**config.mk**
```make
export PLATFORM = sky130hd
export DESIGN_NAME = nibble_add_sched
export DESIGN_NICKNAME = d
export VERILOG_FILES = /design/src/rtl/adder_defs.sv /design/src/rtl/full_adder.sv /design/src/rtl/nibble_add.sv /design/src/rtl/nibble_add_sched.sv
export SDC_FILE = /design/constraint.sdc
export NUM_CORES = 1
export LEC_CHECK = 0
export CAP_MARGIN = 5
export CORE_ASPECT_RATIO = 0.75
export CORE_MARGIN = 3
export CORE_UTILIZATION = 47
export DETAILED_ROUTE_END_ITERATION = 6
export GPL_TIMING_DRIVEN = 0
export HOLD_SLACK_MARGIN = 0.12
export PLACE_DENSITY_LB_ADDON = 0.12
export REMOVE_ABC_BUFFERS = 1
export SYNTH_ARGS = -nofsm -noshare
export SYNTH_HDL_FRONTEND = slang
export SYNTH_SLANG_ARGS = --single-unit
```
**constraint.sdc**
```tcl
create_clock -name clk -period 3.4 [get_ports clk]
set_input_delay 0.51 -clock clk [delete_from_list [all_inputs] [get_ports clk]]
set_output_delay 0.51 -clock clk [all_outputs]
set_load 0.02 [all_outputs]
```
**src/rtl/adder_defs.sv**
```systemverilog
// Shared definitions for the time-shared nibble adder.
//   NIBBLE_W : width of the shared ripple adder slice
//   ID_W     : width of the requester identifier
//   state_t  : scheduler state codes (code 3 is illegal and recovers to IDLE)
package adder_defs;

   localparam int NIBBLE_W = 4;
   localparam int ID_W     = 1;

   typedef enum logic [1:0] {
      ST_IDLE = 2'd0,
      ST_RUN  = 2'd1,
      ST_DONE = 2'd2
   } state_t;

endpackage

```
**src/rtl/full_adder.sv**
```systemverilog
// One-bit full-adder cell, the building block of the shared ripple adder.
//   a, b, cin : input bits
//   sum, cout : sum bit and carry out
module full_adder (
   input  logic a,
   input  logic b,
   input  logic cin,
   output logic sum,
   output logic cout
);

   assign sum  = a ^ b ^ cin;
   assign cout = (a & b) | (cin & (a ^ b));

endmodule

```
**src/rtl/nibble_add.sv**
```systemverilog
// Combinational 4-bit ripple-carry adder built from a chain of full adders.
//   a, b : 4-bit operand nibbles
//   cin  : carry into bit 0
//   sum  : 4-bit sum nibble
//   cout : carry out of bit 3
module nibble_add
   import adder_defs::*;
(
   input  logic [NIBBLE_W-1:0] a,
   input  logic [NIBBLE_W-1:0] b,
   input  logic                cin,
   output logic [NIBBLE_W-1:0] sum,
   output logic                cout
);

   logic [NIBBLE_W:0] carry;

   assign carry[0] = cin;

   for (genvar gi = 0; gi < NIBBLE_W; gi++) begin : g_bit
      full_adder u_fa (
         .a    (a[gi]),
         .b    (b[gi]),
         .cin  (carry[gi]),
         .sum  (sum[gi]),
         .cout (carry[gi+1])
      );
   end

   assign cout = carry[NIBBLE_W];

endmodule

```
**src/rtl/nibble_add_sched.sv**
```systemverilog
// Round-robin scheduler that time-shares one 4-bit adder between two
// requesters. A granted operation is added one nibble per cycle, LSB first,
// with the carry held in a register; the result is then offered on a
// valid/ready response port.
//   clk, rst              : clock, synchronous active-high reset
//   reqN_valid/ready      : request handshake for requester N (0/1)
//   reqN_a, reqN_b, cin   : operands and carry-in for requester N
//   rsp_valid/ready       : response handshake
//   rsp_id                : requester that owns the result
//   rsp_sum, rsp_cout     : (A + B + cin) mod 2^W and carry out of top nibble
//   busy                  : scheduler is not idle
module nibble_add_sched
   import adder_defs::*;
#(
   parameter int NIBBLES = 4
) (
   input  logic                         clk,
   input  logic                         rst,
   input  logic                         req0_valid,
   output logic                         req0_ready,
   input  logic [NIBBLE_W*NIBBLES-1:0]  req0_a,
   input  logic [NIBBLE_W*NIBBLES-1:0]  req0_b,
   input  logic                         req0_cin,
   input  logic                         req1_valid,
   output logic                         req1_ready,
   input  logic [NIBBLE_W*NIBBLES-1:0]  req1_a,
   input  logic [NIBBLE_W*NIBBLES-1:0]  req1_b,
   input  logic                         req1_cin,
   output logic                         rsp_valid,
   input  logic                         rsp_ready,
   output logic                         rsp_id,
   output logic [NIBBLE_W*NIBBLES-1:0]  rsp_sum,
   output logic                         rsp_cout,
   output logic                         busy
);

   localparam int W     = NIBBLE_W * NIBBLES;
   localparam int CNT_W = (NIBBLES > 1) ? $clog2(NIBBLES) : 1;
   localparam logic [CNT_W-1:0] LAST_NIB = CNT_W'(NIBBLES - 1);

   state_t            state_reg;
   logic [ID_W-1:0]   prio_reg;
   logic [CNT_W-1:0]  cnt_reg;
   logic              carry_reg;
   logic [W-1:0]      a_reg;
   logic [W-1:0]      b_reg;
   logic [ID_W-1:0]   id_reg;
   // Partial sums build up here so the visible result never shows a
   // half-finished operation.
   logic [W-1:0]      work_reg;
   logic [W-1:0]      sum_reg;
   logic              cout_reg;
   logic [ID_W-1:0]   rsp_id_reg;

   logic              grant_any;
   logic [ID_W-1:0]   grant_id;
   logic [NIBBLE_W-1:0] a_nib;
   logic [NIBBLE_W-1:0] b_nib;
   logic [NIBBLE_W-1:0] nib_sum;
   logic                nib_cout;
   logic [NIBBLES-1:0]  nib_sel;
   logic [W-1:0]        work_next;

   // Arbitration is only live in IDLE; a lone requester wins outright and a
   // tie goes to the round-robin pointer.
   always_comb begin
      grant_any = 1'b0;
      grant_id  = '0;
      if (state_reg == ST_IDLE) begin
         if (req0_valid && req1_valid) begin
            grant_any = 1'b1;
            grant_id  = prio_reg;
         end else if (req0_valid) begin
            grant_any = 1'b1;
            grant_id  = '0;
         end else if (req1_valid) begin
            grant_any = 1'b1;
            grant_id  = '1;
         end
      end
   end

   assign req0_ready = grant_any && (grant_id == '0);
   assign req1_ready = grant_any && (grant_id == '1);

   // Nibble select: shift by cnt*4 and keep the low nibble.
   assign a_nib = NIBBLE_W'(a_reg >> {cnt_reg, 2'b00});
   assign b_nib = NIBBLE_W'(b_reg >> {cnt_reg, 2'b00});

   nibble_add u_add (
      .a    (a_nib),
      .b    (b_nib),
      .cin  (carry_reg),
      .sum  (nib_sum),
      .cout (nib_cout)
   );

   // Result demux: only the slice addressed by the counter takes the new nibble.
   for (genvar gi = 0; gi < NIBBLES; gi++) begin : g_demux
      assign nib_sel[gi] = (cnt_reg == CNT_W'(gi));
      assign work_next[NIBBLE_W*gi +: NIBBLE_W] =
         nib_sel[gi] ? nib_sum : work_reg[NIBBLE_W*gi +: NIBBLE_W];
   end

   always_ff @(posedge clk) begin
      if (rst) begin
         state_reg  <= ST_IDLE;
         prio_reg   <= '0;
         cnt_reg    <= '0;
         carry_reg  <= 1'b0;
         a_reg      <= '0;
         b_reg      <= '0;
         id_reg     <= '0;
         work_reg   <= '0;
         sum_reg    <= '0;
         cout_reg   <= 1'b0;
         rsp_id_reg <= '0;
      end else begin
         case (state_reg)
            ST_IDLE: begin
               if (grant_any) begin
                  a_reg     <= (grant_id == '1) ? req1_a : req0_a;
                  b_reg     <= (grant_id == '1) ? req1_b : req0_b;
                  carry_reg <= (grant_id == '1) ? req1_cin : req0_cin;
                  id_reg    <= grant_id;
                  cnt_reg   <= '0;
                  prio_reg  <= ~grant_id;
                  state_reg <= ST_RUN;
               end
            end
            ST_RUN: begin
               work_reg  <= work_next;
               carry_reg <= nib_cout;
               cnt_reg   <= cnt_reg + CNT_W'(1);
               if (cnt_reg == LAST_NIB) begin
                  sum_reg    <= work_next;
                  cout_reg   <= nib_cout;
                  rsp_id_reg <= id_reg;
                  state_reg  <= ST_DONE;
               end
            end
            ST_DONE: begin
               if (rsp_ready) begin
                  state_reg <= ST_IDLE;
               end
            end
            default: begin
               state_reg <= ST_IDLE;
            end
         endcase
      end
   end

   assign rsp_valid = (state_reg == ST_DONE);
   assign busy      = (state_reg != ST_IDLE);
   assign rsp_id    = rsp_id_reg;
   assign rsp_sum   = sum_reg;
   assign rsp_cout  = cout_reg;

endmodule
```
==> results of run 1 <==
## worst max-delay path by stage
stage / to / slack (ps) / cells after the start
6_report: rsp_sum[3]$_SDFFE_PP0P_ / 220 / 11
5_1_grt: rsp_sum[3]$_SDFFE_PP0P_ / 30 / 11
4_1_cts: req1_ready / 10 / 4
3_5_place_dp: rsp_sum[3]$_SDFFE_PP0P_ / -110 / 11
3_3_place_gp: req1_ready / -690 / 4
2_1_floorplan: rsp_sum[11]$_SDFFE_PP0P_ / 250 / 11
## where the power goes
group | switching, uW | internal (uW) | leakage, uW | total, uW
logic | 189 | 190 | 0.000852 | 379
registers | 34.8 | 855 | 0.000564 | 890
clock network | 298 | 398 | 0.000106 | 697
total | 522 | 1440 | 0.00152 | 1970
## layout by cell type (no fill, tap or decap), types with 2 or more instances in the layout
cell type | Yosys | layout
nor2b_1 | 2 | 2
o211ai_1 | 8 | 8
and3b_1 | 4 | 4
buf_8 | 0 | 2
fa_1 | 4 | 4
nand2b_1 | 4 | 4
nor3b_4 | 0 | 2
inv_1 | 12 | 12
nand3_1 | 64 | 64
a31oi_1 | 33 | 33
o21ai_0 | 33 | 33
a211oi_1 | 16 | 16
ha_1 | 4 | 4
mux4_2 | 8 | 8
nand2_1 | 22 | 22
a21oi_1 | 14 | 14
buf_16 | 0 | 2
dfxtp_1 | 69 | 68
mux2i_1 | 12 | 12
clkdlybuf4s50_1 | 0 | 91
nor2_1 | 24 | 23
clkbuf_8 | 0 | 12
## through the flow
stage	cells	TNS (ps)	util, %	instance area, um^2	hold WS [ps]
after global routing	537	0	68.4	4490	474
after CTS	536	0	68.1	4470	455
after global placement	516	-1040	63.3	4160	442
after floorplan	343	0	-	3140	426
final	537	0	68.4	4490	453
after detailed placement	520	-315	64.9	4260	446
## worst min-delay path: stages (launching register included)
cell	delay, ps
dfxtp_1	310
nand2_1	50
a21oi_1	50
## layout make-up
class	count	area [um^2]	area share, %
Inverter	12	45.0	1.00
Clock inverter	3	42.5	0.947
Sequential cell	69	1390	30.8
Tap cell	81	101	2.26
Multi-Input combinational cell	262	1730	38.5
Timing Repair Buffer	97	1020	22.7
Clock buffer	13	169	3.76
## kinds of logic (layout without fill, tap and decap cells)
group	after synthesis	count (layout)	synth area share, %
flip-flops	69	69	41.7
buffers and inverters	56	125	6.68
multiplexers	21	21	9.40
adder cells (fa/ha/maj)	8	8	3.93
AO/OA/AOI/OAI	106	106	19.3
AND/OR/NAND/NOR	127	127	19.0
## repair_timing
action                                  CTS  global route
hold buffers                              0             0
gates resized for setup                   1             1
endpoints found under the setup margin    4             3
cloned                                    0             0
## per-layer routing
| metal | share of wire (%) | wire, um | track usage [%] | vias up |
|---|---|---|---|---|
| met5 | 0 | 0 | 0 | - |
| met4 | 1.3 | 111 | 9.57 | 0 |
| met3 | 7.7 | 674 | 5.53 | 11 |
| met2 | 45 | 3960 | 32.3 | 125 |
| met1 | 46 | 4010 | 32.4 | 1433 |
| li1 | - | - | - | 1527 |
==> out/metrics.csv, run 1 <==
stage;metric;value;unit
worst_setup_path;CP Max Fanout;12;
synth;#FFs+latches synth;69;
sta;Max Transition Viols Final;0;
power_and_ir_drop;IR drop worst, VDD;0.220;mV
synth;Avg Synthesized Cell Area;8.56;um^2
worst_hold_path;hold path depth;2;
cts;Clk Latency, worst-skew pair;340;ps
sta;final hold vios;0;
worst_setup_path;WP data required;3670;ps
route;Iteration-0 DRC Markers;203;
worst_setup_path;CP max stage delay;680;ps
finish;area grow syn2layout;35.5;%
synth;Yosys warnings;0;
route;Total Wirelength;8.76;mm
worst_setup_path;Setup crit start kind;flop;
cts;htree depth;3;
route;wire per inst;16.3;um
worst_hold_path;HP Class;flop to flop;
sta;clock skew;8.01;ps
cts;CTS Sinks;69;
sta;# setup viols final;0;
sta;actual slew at the worst max-slew pin;1120;ps
route;vias;3096;
synth;cells taking the most area after synthesis;dfxtp_1 (42%), nand3_1 (9.7%), a31oi_1 (6.2%);
floorplan;num ports;93;
worst_setup_path;most frequent CP cell;fa_1;
sta;max frequency;0.315;GHz
placement;count of input and output buffers;92;
worst_setup_path;Crit path arrival time;3450;ps
route;First-pass DRT Iterations;4;
worst_setup_path;R2R depth;11;
cts;CTS Root Cell;clkbuf_8;
cts;postcts setup bufs;0;
finish;Fill cells;545;
synth;EDFF count, synth;0;
synth;count leader, synth;dfxtp_1;
floorplan;die width;103;um
finish;final net count;530;
floorplan;core area;6570;um^2
floorplan;row cnt;25;
grt;Overall Global Routing Usage;22.6;%
worst_setup_path;reg-to-reg slack, setup;220;ps
worst_hold_path;hold endpoint;rsp_sum[1]$_SDFFE_PP0P_;
floorplan;Starting Density;50.5;%
cts;Clock Path Buffers;2;
placement;Final Wtd Congestion;0.745;
worst_setup_path;critical path class;flop to flop;
worst_setup_path;Worst Setup SP;cnt_reg[1]$_SDFFE_PP0P_;
status;status;finished, final reports clean;
power_and_ir_drop;Leakage;0.00152;uW
worst_setup_path;Worst Path Buf+Inv;3;
synth;Cells after Synth;387;
sta;crit path time final;3180;ps
flow_run;max cap viols;0;
sta;fin crit share;93.5;%
synth;top_reg_cell synth;dfxtp_1;
grt;first-pass GRT wire length;14.4;mm
cts;CTS tree;done;
worst_setup_path;Critical Path Sink Type;flop;
synth;post-synthesis cell area;3310;um^2
power_and_ir_drop;PwrDens;438;nW/um^2
sta;final worst slack;220;ps
placement;Place WS;-113;ps
worst_setup_path;Worst path top cell family by delay;adder cells;
synth;area share of the largest cell type after synthesis;41.7;%
route;Residual DRC;0;
route;Final ANT Viol Nets;0;
cts;Num CTS Buffers;9;
synth;Synth async-reset ratio;0;%
floorplan;Die ar.;8110;um^2
synth;Seq/Total Area, Yosys;41.7;%
route;mean number of vias per cell;5.77;
power_and_ir_drop;Power Total;1970;uW
worst_setup_path;Worst R2R End;rsp_sum[3]$_SDFFE_PP0P_;
worst_setup_path;critical-path cell list;mux4_2, fa_1, inv_1, fa_1, inv_1, fa_1, inv_1, fa_1, nand2_1, o211ai_1, a21oi_1;
floorplan;height of the chip;78.7;um
finish;share of cells above drive strength 1;7.46;%
grt;largest net degree at the start of global routing;40;
sta;RSZ-0062 raised after global routing;no;
worst_hold_path;HP Start;rsp_sum[1]$_SDFFE_PP0P_;
grt;global route overflow;0;
synth;Commonest cells post-synth;dfxtp_1 (69), nand3_1 (64), a31oi_1 (33), o21ai_0 (33), clkbuf_1 (31);
synth;Synth cell types;29;
worst_setup_path;Slowest-stage cell, CP;dfxtp_1;
grt;number of global-route vias before repair;2929;
synth;largest area contributor in the netlist;dfxtp_1;
worst_setup_path;Critical R2R Launch;cnt_reg[1]$_SDFFE_PP0P_;
placement;dpl hpwl;5.98;mm
cts;Clock Pin Slew Worst Setup and Hold Paths;70;ps
sta;Slew HR;24.9;%
grt;initial antenna violation count;0;
finish;Antenna Cells;0;
No activity file was read; power rests on OpenSTA's default activity.
==> run 2: changes to the inputs <==
Settings changed: CORE_UTILIZATION 47 to 48.
Clock period 3.4 ns to 3 ns, I/O delays scaled along.
==> run 2 against run 1 <==
Compared with the run above: first-iteration DRC count down 20%; sequential power rose by 12%; sequential share of layout area down 0.088 points; non-clock buffer count rose by 4; clock power up 5.2%; largest power group unchanged.
==> out/metrics.csv, run 2 (synthesized netlist as in run 1, its figures left out) <==
stage;metric;value;unit;change
finish;final core utilization;69.4;%;+1.0 points
sta;# setup viols final;0;;unchanged
placement;dpl hpwl;5.98;mm;about the same
sta;crit path time final;2890;ps;-287 ps
worst_setup_path;Critical Path Sink Type;flop;;
grt;global route overflow;0;;unchanged
cts;Clock Pin Slew Worst Setup and Hold Paths;70;ps;about the same
cts;CTS Root Cell;clkbuf_8;;
floorplan;Die ar.;7950;um^2;-1.9%
finish;final net count;534;;+0.75%
floorplan;num ports;93;;unchanged
worst_setup_path;WP data required;3270;ps;-400 ps
sta;hold slack;455;ps;+2.21 ps
sta;Slew HR;25.8;%;+0.97 points
grt;largest net degree at the start of global routing;40;;unchanged
worst_hold_path;HP Start;rsp_sum[7]$_SDFFE_PP0P_;;
worst_hold_path;HP Class;flop to flop;;
grt;number of global-route vias before repair;3015;;+2.9%
worst_setup_path;Critical R2R Launch;cnt_reg[0]$_SDFFE_PP0P_;;
finish;commonest non-fill, non-tap cells in the layout;clkdlybuf4s50_1 (91), dfxtp_1 (67), nand3_1 (64), o21ai_0 (33), a31oi_1 (33);;
floorplan;die width;102;um;-0.99%
cts;Clk Latency, worst-skew pair;340;ps;about the same
power_and_ir_drop;Power Total;2190;uW;+11%
grt;first-pass GRT wire length;14.6;mm;+1.4%
worst_setup_path;most frequent CP cell;fa_2;;
route;First-pass DRT Iterations;5;;+1
cts;Clock Path Buffers;2;;unchanged
cts;CTS tree;done;;
worst_setup_path;Worst path top cell family by delay;adder cells;;
status;status;finished, final reports clean;;
route;wire per inst;16.2;um;-0.83%
worst_setup_path;Setup crit start kind;flop;;
worst_setup_path;Worst Path Buf+Inv;3;;unchanged
worst_setup_path;CP Max Fanout;6;;-6
finish;share of cells above drive strength 1;10.4;%;+3.0 points
route;Iteration-0 DRC Markers;162;;-20%
floorplan;Starting Density;50.9;%;+0.49 points
grt;Overall Global Routing Usage;23.2;%;+0.60 points
sta;clock skew;7.39;ps;-0.620 ps
power_and_ir_drop;IR drop worst, VDD;0.241;mV;+9.2%
flow_run;max cap viols;0;;unchanged
finish;most common cell after layout, fill and taps aside;clkdlybuf4s50_1;;
power_and_ir_drop;PwrDens;484;nW/um^2;+11%
worst_setup_path;CP max stage delay;530;ps;-150 ps
route;vias;3150;;+1.7%
cts;CTS Hold Bufs;0;;unchanged
route;Residual DRC;0;;unchanged
route;Total Wirelength;8.76;mm;about the same
worst_setup_path;Slowest-stage cell, CP;mux4_2;;
worst_setup_path;Crit path arrival time;3160;ps;-290 ps
grt;initial antenna violation count;0;;unchanged
sta;Max Transition Viols Final;0;;unchanged
power_and_ir_drop;Leakage;0.00152;uW;-0.42%
cts;CTS Sinks;69;;unchanged
sta;final hold vios;0;;unchanged
finish;area grow syn2layout;36.2;%;
placement;count of input and output buffers;92;;unchanged
route;Final ANT Viol Nets;0;;unchanged
sta;fin crit share;96.4;%;+2.9 points
worst_setup_path;critical-path cell list;mux4_2, fa_2, inv_2, fa_2, inv_2, fa_2, inv_2, fa_2, nand2_1, o211ai_1, a21oi_1;;
sta;RSZ-0062 raised after global routing;yes;;
floorplan;core area;6510;um^2;-0.95%
floorplan;row cnt;25;;unchanged
sta;max frequency;0.346;GHz;+9.9%
sta;actual slew at the worst max-slew pin;1110;ps;-14.6 ps
route;mean number of vias per cell;5.81;;+0.81%
placement;Final Wtd Congestion;0.754;;+1.2%
cts;htree depth;3;;unchanged
cts;Num CTS Buffers;9;;unchanged
worst_setup_path;critical path class;flop to flop;;
worst_setup_path;Worst Setup SP;cnt_reg[0]$_SDFFE_PP0P_;;
floorplan;height of the chip;78.0;um;-0.97%
[run 2: cell count changes in the layout (fill, tap and decap cells not counted), sizes merged]
cell	before	now
buf	6	10
clkinv	1	3
clkinvlp	1	3
diode	0	1
inv	12	11
clkbuf	13	10
[run 2: through the flow]
step | setup TNS, ps | worst slack, ps | cells | cell area (um^2)
after floorplan | -599 | -145 | 343 | 3140
after global placement | -11470 | -977 | 516 | 4160
after detailed placement | -4430 | -536 | 520 | 4260
after CTS | 0 | 8.29 | 540 | 4500
after global routing | -20.7 | -20.7 | 541 | 4510
final | 0 | 107 | 542 | 4520
[run 2: final timing paths]
| path | depth (start not counted) | slack, ps | endpoint |
|---|---|---|---|
| worst max-delay path | 11 | 110 | rsp_sum[11]$_SDFFE_PP0P_ |
| worst min-delay path | 2 | 450 | rsp_sum[7]$_SDFFE_PP0P_ |
| worst max register to register | 11 | 110 | rsp_sum[11]$_SDFFE_PP0P_ |
| worst min register to register | 2 | 450 | rsp_sum[7]$_SDFFE_PP0P_ |
[run 2: routing by layer]
metal  track usage (%)  share of wire (%)  up-vias
met5                 0                  0        -
met4              8.13                1.2        0
met3              8.63                8.5       10
met2              34.1                 45      127
met1              31.3                 45     1479
li1                  -                  -     1534
[run 2: worst register-to-register path, stage by stage (launching register included)]
cell	delay (ps)
dfxtp_4	380
mux4_2	530
fa_2	370
inv_2	60
fa_2	190
inv_2	40
fa_2	330
inv_2	70
fa_2	490
nand2_1	100
o211ai_1	90
a21oi_1	180
[run 2: power by group]
part	internal (uW)	switching, uW	total (uW)
Sequential	968	34.4	1000
Combinational	229	223	451
Clock	382	351	733
[run 2: repair_timing]
item / CTS / global route
pin swaps: 1 / 3
setup buffers: 4 / 1
endpoints found under the setup margin: 18 / 3
resized for setup: 6 / 7
[run 2: cell type report]
type                            instances  area [um^2]
Clock buffer                           10          128
Inverter                               12         48.8
Fill cell                             547         1990
Antenna cell                            1         2.50
Timing Repair Buffer                  101         1040
Sequential cell                        69         1390
Clock inverter                          6         63.8
Tap cell                               81          101
Multi-Input combinational cell        262         1740
==> run 3: changes to the inputs <==
Settings changed: ABC_AREA from default to 1, CORE_UTILIZATION 48 to 50, DONT_BUFFER_PORTS from default to 1, GPL_TIMING_DRIVEN 0 to default.
==> run 3 against run 2 <==
Compared with the run above: register-to-register slack better by 80 ps; clock power down 14%; utilization down 14 points.
==> out/metrics.csv, run 3 <==
stage;metric;value;unit;change
finish;area grow syn2layout;4.99;%;
placement;Place WS;15.0;ps;+551 ps
flow_run;max cap viols;0;;unchanged
sta;final hold vios;0;;unchanged
grt;largest net degree at the start of global routing;36;;-10%
route;Total Wirelength;8.12;mm;-7.4%
sta;setup_tns;0;ps;unchanged
cts;Num CTS Buffers;9;;unchanged
route;Iteration-0 DRC Markers;125;;-23%
grt;global route overflow;0;;unchanged
finish;final net count;574;;+7.5%
placement;dpl hpwl;5.78;mm;-3.3%
grt;initial antenna violation count;0;;unchanged
grt;Overall Global Routing Usage;21.5;%;-1.7 points
synth;Commonest cells post-synth;nand2_1 (134), nand3_1 (82), dfxtp_1 (69);;
worst_setup_path;R2R depth;13;;+2
route;vias;3096;;-1.7%
cts;Clk Latency, worst-skew pair;330;ps;about the same
finish;share of cells above drive strength 1;7.82;%;-2.6 points
worst_setup_path;Critical Path Sink Type;flop;;
finish;Fill cells;660;;+21%
synth;Cells after Synth;509;;+32%
worst_hold_path;hold path depth;1;;-1
floorplan;row cnt;25;;unchanged
synth;Avg Synthesized Cell Area;6.75;um^2;-21%
worst_setup_path;Worst Setup SP;cnt_reg[0]$_SDFFE_PP0P_;;
route;First-pass DRT Iterations;4;;-1
synth;Yosys warnings;0;;unchanged
sta;Slew HR;29.3;%;+3.5 points
finish;Antenna Cells;0;;-1
cts;CTS tree;done;;
worst_setup_path;Worst path top cell family by delay;adder cells;;
worst_setup_path;CP max stage delay;490;ps;-40 ps
synth;top_reg_cell synth;dfxtp_1;;
sta;clock skew;5.52;ps;-1.87 ps
floorplan;Starting Density;53.1;%;+2.1 points
sta;max frequency;0.355;GHz;+2.8%
sta;Max Transition Viols Final;0;;unchanged
sta;final worst slack;185;ps;+77.7 ps
route;mean number of vias per cell;5.34;;-8.2%
placement;placed cell count;565;;+8.7%
floorplan;Die ar.;7910;um^2;-0.45%
cts;CTS Hold Bufs;0;;unchanged
sta;hold slack;182;ps;-273 ps
synth;#FFs+latches synth;69;;unchanged
cts;htree depth;3;;unchanged
power_and_ir_drop;PwrDens;584;nW/um^2;+20%
route;Final ANT Viol Nets;0;;unchanged
finish;cell area after layout;3610;um^2;-20%
finish;non-filler cells, final;580;;+7.0%
worst_setup_path;WP data required;3260;ps;about the same
cts;postcts setup bufs;0;;-4
synth;Synth cell types;23;;-21%
worst_setup_path;Worst Path Buf+Inv;4;;+1
synth;post-synthesis cell area;3440;um^2;+3.7%
placement;Final Wtd Congestion;0.846;;+12%
sta;actual slew at the worst max-slew pin;1060;ps;-51.6 ps
worst_hold_path;HP Class;input pin to flop;;
worst_setup_path;Setup crit start kind;flop;;
worst_setup_path;Critical R2R Launch;cnt_reg[0]$_SDFFE_PP0P_;;
synth;cells taking the most area after synthesis;dfxtp_1 (40%), nand2_1 (15%), nand3_1 (12%);;
synth;count leader, synth;nand2_1;;
route;Residual DRC;0;;unchanged
sta;# setup viols final;0;;unchanged
sta;fin crit share;93.8;%;-2.6 points
placement;count of input and output buffers;0;;-100%
sta;crit path time final;2810;ps;-77.7 ps
status;status;finished, final reports clean;;
floorplan;core area;6470;um^2;-0.48%
power_and_ir_drop;IR drop worst, VDD;0.306;mV;+27%
worst_setup_path;critical path class;flop to flop;;
grt;first-pass GRT wire length;13.8;mm;-5.9%
floorplan;num ports;93;;unchanged
worst_setup_path;CP Max Fanout;8;;+2
floorplan;height of the chip;77.8;um;-0.22%
cts;Clock Pin Slew Worst Setup and Hold Paths;70;ps;about the same
route;wire per inst;14.0;um;-13%
worst_setup_path;critical-path cell list;inv_2, o21ai_0, o22ai_1, fa_1, inv_1, fa_1, inv_1, fa_1, inv_2, fa_2, a21oi_2, nand3_1, a21oi_1;;
synth;Synth async-reset ratio;0;%;unchanged
grt;number of global-route vias before repair;3001;;-0.46%
synth;Seq/Total Area, Yosys;40.2;%;-1.5 points
worst_setup_path;Slowest-stage cell, CP;fa_2;;
finish;most common cell after layout, fill and taps aside;nand2_1;;
worst_setup_path;Crit path depth;13;;+2
synth;area share of the largest cell type after synthesis;40.2;%;-1.5 points
worst_setup_path;most frequent CP cell;fa_1;;
cts;Clock Path Buffers;2;;unchanged
synth;largest area contributor in the netlist;dfxtp_1;;
cts;CTS Root Cell;clkbuf_8;;
synth;EDFF count, synth;0;;unchanged
cts;CTS Sinks;69;;unchanged
worst_setup_path;Crit path arrival time;3080;ps;-80 ps
worst_hold_path;HP Start;rst;;
floorplan;die width;102;um;-0.23%
finish;commonest non-fill, non-tap cells in the layout;nand2_1 (134), nand3_1 (82), dfxtp_1 (69), nor2_1 (51), inv_1 (47);;
power_and_ir_drop;Leakage;0.00169;uW;+11%
placement;Cell Area, Placed;3430;um^2;-19%
## run 3: where the power goes
| part | internal (uW) | switching, uW | total [uW] | leakage, uW |
|---|---|---|---|---|
| Sequential | 983 | 39.2 | 1020 | 0.000566 |
| Combinational | 160 | 294 | 454 | 0.00104 |
| Clock | 316 | 313 | 629 | 0.0000833 |
## run 3: worst reg2reg max path: stages, from the launching register on
cell and delay (ps):
dfxtp_1 370, inv_2 90, o21ai_0 180, o22ai_1 120, fa_1 400, inv_1 70
fa_1 150, inv_1 50, fa_1 370, inv_2 70, fa_2 490, a21oi_2 180
nand3_1 80, a21oi_1 130
## run 3: final timing paths
| check | end | slack (ps) |
|---|---|---|
| min reg2reg | id_reg$_SDFFE_PP0P_ | 470 |
| min | state_reg[1]$_SDFFE_PP0P_ | 180 |
| max | rsp_sum[11]$_SDFFE_PP0P_ | 190 |
| max reg2reg | rsp_sum[11]$_SDFFE_PP0P_ | 190 |
## run 3: cell type report
class	count	area, um^2	share of cell area [%]
inverters	52	195	5.41
clock buffers	13	149	4.13
well taps	81	101	2.81
multi-input cells	353	1700	47.0
clock inverters	2	10.0	0.277
repair buffers	10	75.1	2.08
flip-flops and latches	69	1380	38.3
## run 3: layer usage
metal	GRT usage, %	part of all wire [%]	vias to the layer above
met5	0	0	-
met1	29.6	49	1400
li1	-	-	1592
met4	4.78	0.63	0
met2	33.6	43	97
met3	5.84	7.6	7
## run 3: what timing repair did
| action | in CTS | in global routing |
|---|---|---|
| endpoints found under the setup margin | 0 | 7 |
| gates resized for setup | 0 | 8 |
| endpoints found under the hold margin | 0 | 0 |
## run 3: logic make-up (layout without fill, tap and decap cells)
kind of cell / after synthesis / after routing / synth area share [%]
buffers and inverters: 87 / 77 / 11.0
AND/OR/NAND/NOR: 273 / 273 / 33.6
AO/OA/AOI/OAI: 72 / 72 / 11.4
adder cells (fa/ha/maj): 8 / 8 / 3.79
flip-flops: 69 / 69 / 40.2
## run 3: through the flow
stage          power, uW  utilization (%)
3_5_place_dp        1480             53.0
3_3_place_gp        1470             53.0
4_1_cts             2110             55.4
2_1_floorplan       1360                -
5_1_grt             2230             55.7
6_report            2110             55.7
==> RTL change: new RTL, config.mk and constraints of run 3 <==
Reset style: asynchronous (`rst`), changed in one clocked block. Comments in the files are not updated.
--- a/src/rtl/nibble_add_sched.sv
+++ b/src/rtl/nibble_add_sched.sv
@@ -104,3 +104,3 @@
 
-   always_ff @(posedge clk) begin
+   always_ff @(posedge clk or posedge rst) begin
       if (rst) begin
Behaviour: differs if rst is asserted again (counterexample within 4 cycles, from zero or initial values and one cycle with rst high); with rst held inactive, the same outputs for 10 cycles.
==> RTL change against run 3 <==
  * Clock skew up 0.0035 ns
  * Cell area up 3.0%
  * Global-route usage down 0.27 points
  * Sequential cell count is the same
  * Area after synthesis rose by 0.22%
  * Non-clock buffer count unchanged
  * Wire length down 5.3%
  * Setup slack worse by 0.031 ns
  * Critical path type unchanged
Power is not compared: it rests on default switching activity, and its combinational part moved more than twofold at a synthesized area within 25%.
==> RTL change: results (changes against run 3) <==
Outcome
Status: finished clean (unchanged).

Global route
The all-layer global routing usage is 21.20% (was 21.47%). The pin count of the biggest net entering global routing came to 44 (was 36). The number of global-route vias before repair came to 2718 (was 3001).

Cells and area
The layout multi-input combinational cell count is 313 (was 353). The final-stage net count came to 514 (was 574). The number of fillers in the final layout was 630 (was 660). The clock network contribution to total cell area came to 5.760% (was 4.405%). The final cell count without fillers is 521 (was 580). The number of logic inverters in the finished layout is 32 (was 52).

Detailed routing
The number of vias per cell is 5.288 (was 5.338). The detailed-routed wire length on met3 is 573 um (was 616 um). The number of DRC markers in iteration 0 is 116 (was 125). The amount of wire on met2 after detailed routing is 3.330 mm (was 3.486 mm). The post-detailed-routing wire length is 7.688 mm (was 8.115 mm).

Place
The placed standard-cell area is 3472 sq um (was 3431 sq um). The placer congestion estimate is 0.7770 (was 0.8455). The placed wire-length estimate after detailed placement is 5.465 mm (was 5.776 mm). The number of placed cells counting well taps is 503 (was 565).

Min path
The endpoint of the worst hold-timing path is state_reg[1] (unchanged).

CTS
The number of buffers inserted for hold repair after clock tree synthesis is 1 (was 0).

Timing
The worst slew margin relative to its limit is 54.06% (was 29.28%). The maximum achievable frequency is 351.3 MHz (was 355.3 MHz). The worst hold margin is 0.1955 ns (was 0.1817 ns).

The setup skew after layout is 0.009030 ns (was 0.005518 ns).

Yosys
The portion of the post-synthesis area used by sequential elements is 50.15% (was 40.20%). Leading post-synthesis cells by cell area: sky130_fd_sc_hd__dfrtp_1 (50%), sky130_fd_sc_hd__nand2_1 (18%), sky130_fd_sc_hd__nand3_1 (9.4%), sky130_fd_sc_hd__o21ai_0 (5.5%), sky130_fd_sc_hd__inv_1 (2.8%) (was sky130_fd_sc_hd__dfxtp_1 (40%), sky130_fd_sc_hd__nand2_1 (15%), sky130_fd_sc_hd__nand3_1 (12%), sky130_fd_sc_hd__a21oi_1 (5.7%), sky130_fd_sc_hd__nor2_1 (5.6%)).

Worst setup path
The internal reg-to-reg setup slack was 0.15 ns (was 0.19 ns).
==> RTL change: cell types whose count changed in the layout (fill, tap and decap cells not counted), moves of 3 or more <==
cell / before / now
sky130_fd_sc_hd__clkbuf_1: 3 / 0
sky130_fd_sc_hd__a21oi_2: 4 / 1
sky130_fd_sc_hd__nor2_1: 51 / 21
sky130_fd_sc_hd__a21oi_1: 35 / 6
sky130_fd_sc_hd__inv_1: 47 / 25
sky130_fd_sc_hd__o21ai_0: 22 / 35
sky130_fd_sc_hd__nand2_1: 134 / 163
sky130_fd_sc_hd__dfxtp_1: 69 / 0
sky130_fd_sc_hd__nand3_1: 82 / 65
sky130_fd_sc_hd__dfrtp_1: 0 / 68
sky130_fd_sc_hd__a32o_1: 4 / 0
==> RTL change: cell families after synthesis <==
| logic type | Yosys count | share of synthesized area (%) |
|---|---|---|
| and+or+nand+nor | 255 | 31.14 |
| DFF | 69 | 50.15 |
| buffers and inverters | 54 | 7.340 |
| AOI/OAI and AO/OA | 50 | 7.594 |
| adders and majority gates | 8 | 3.779 |
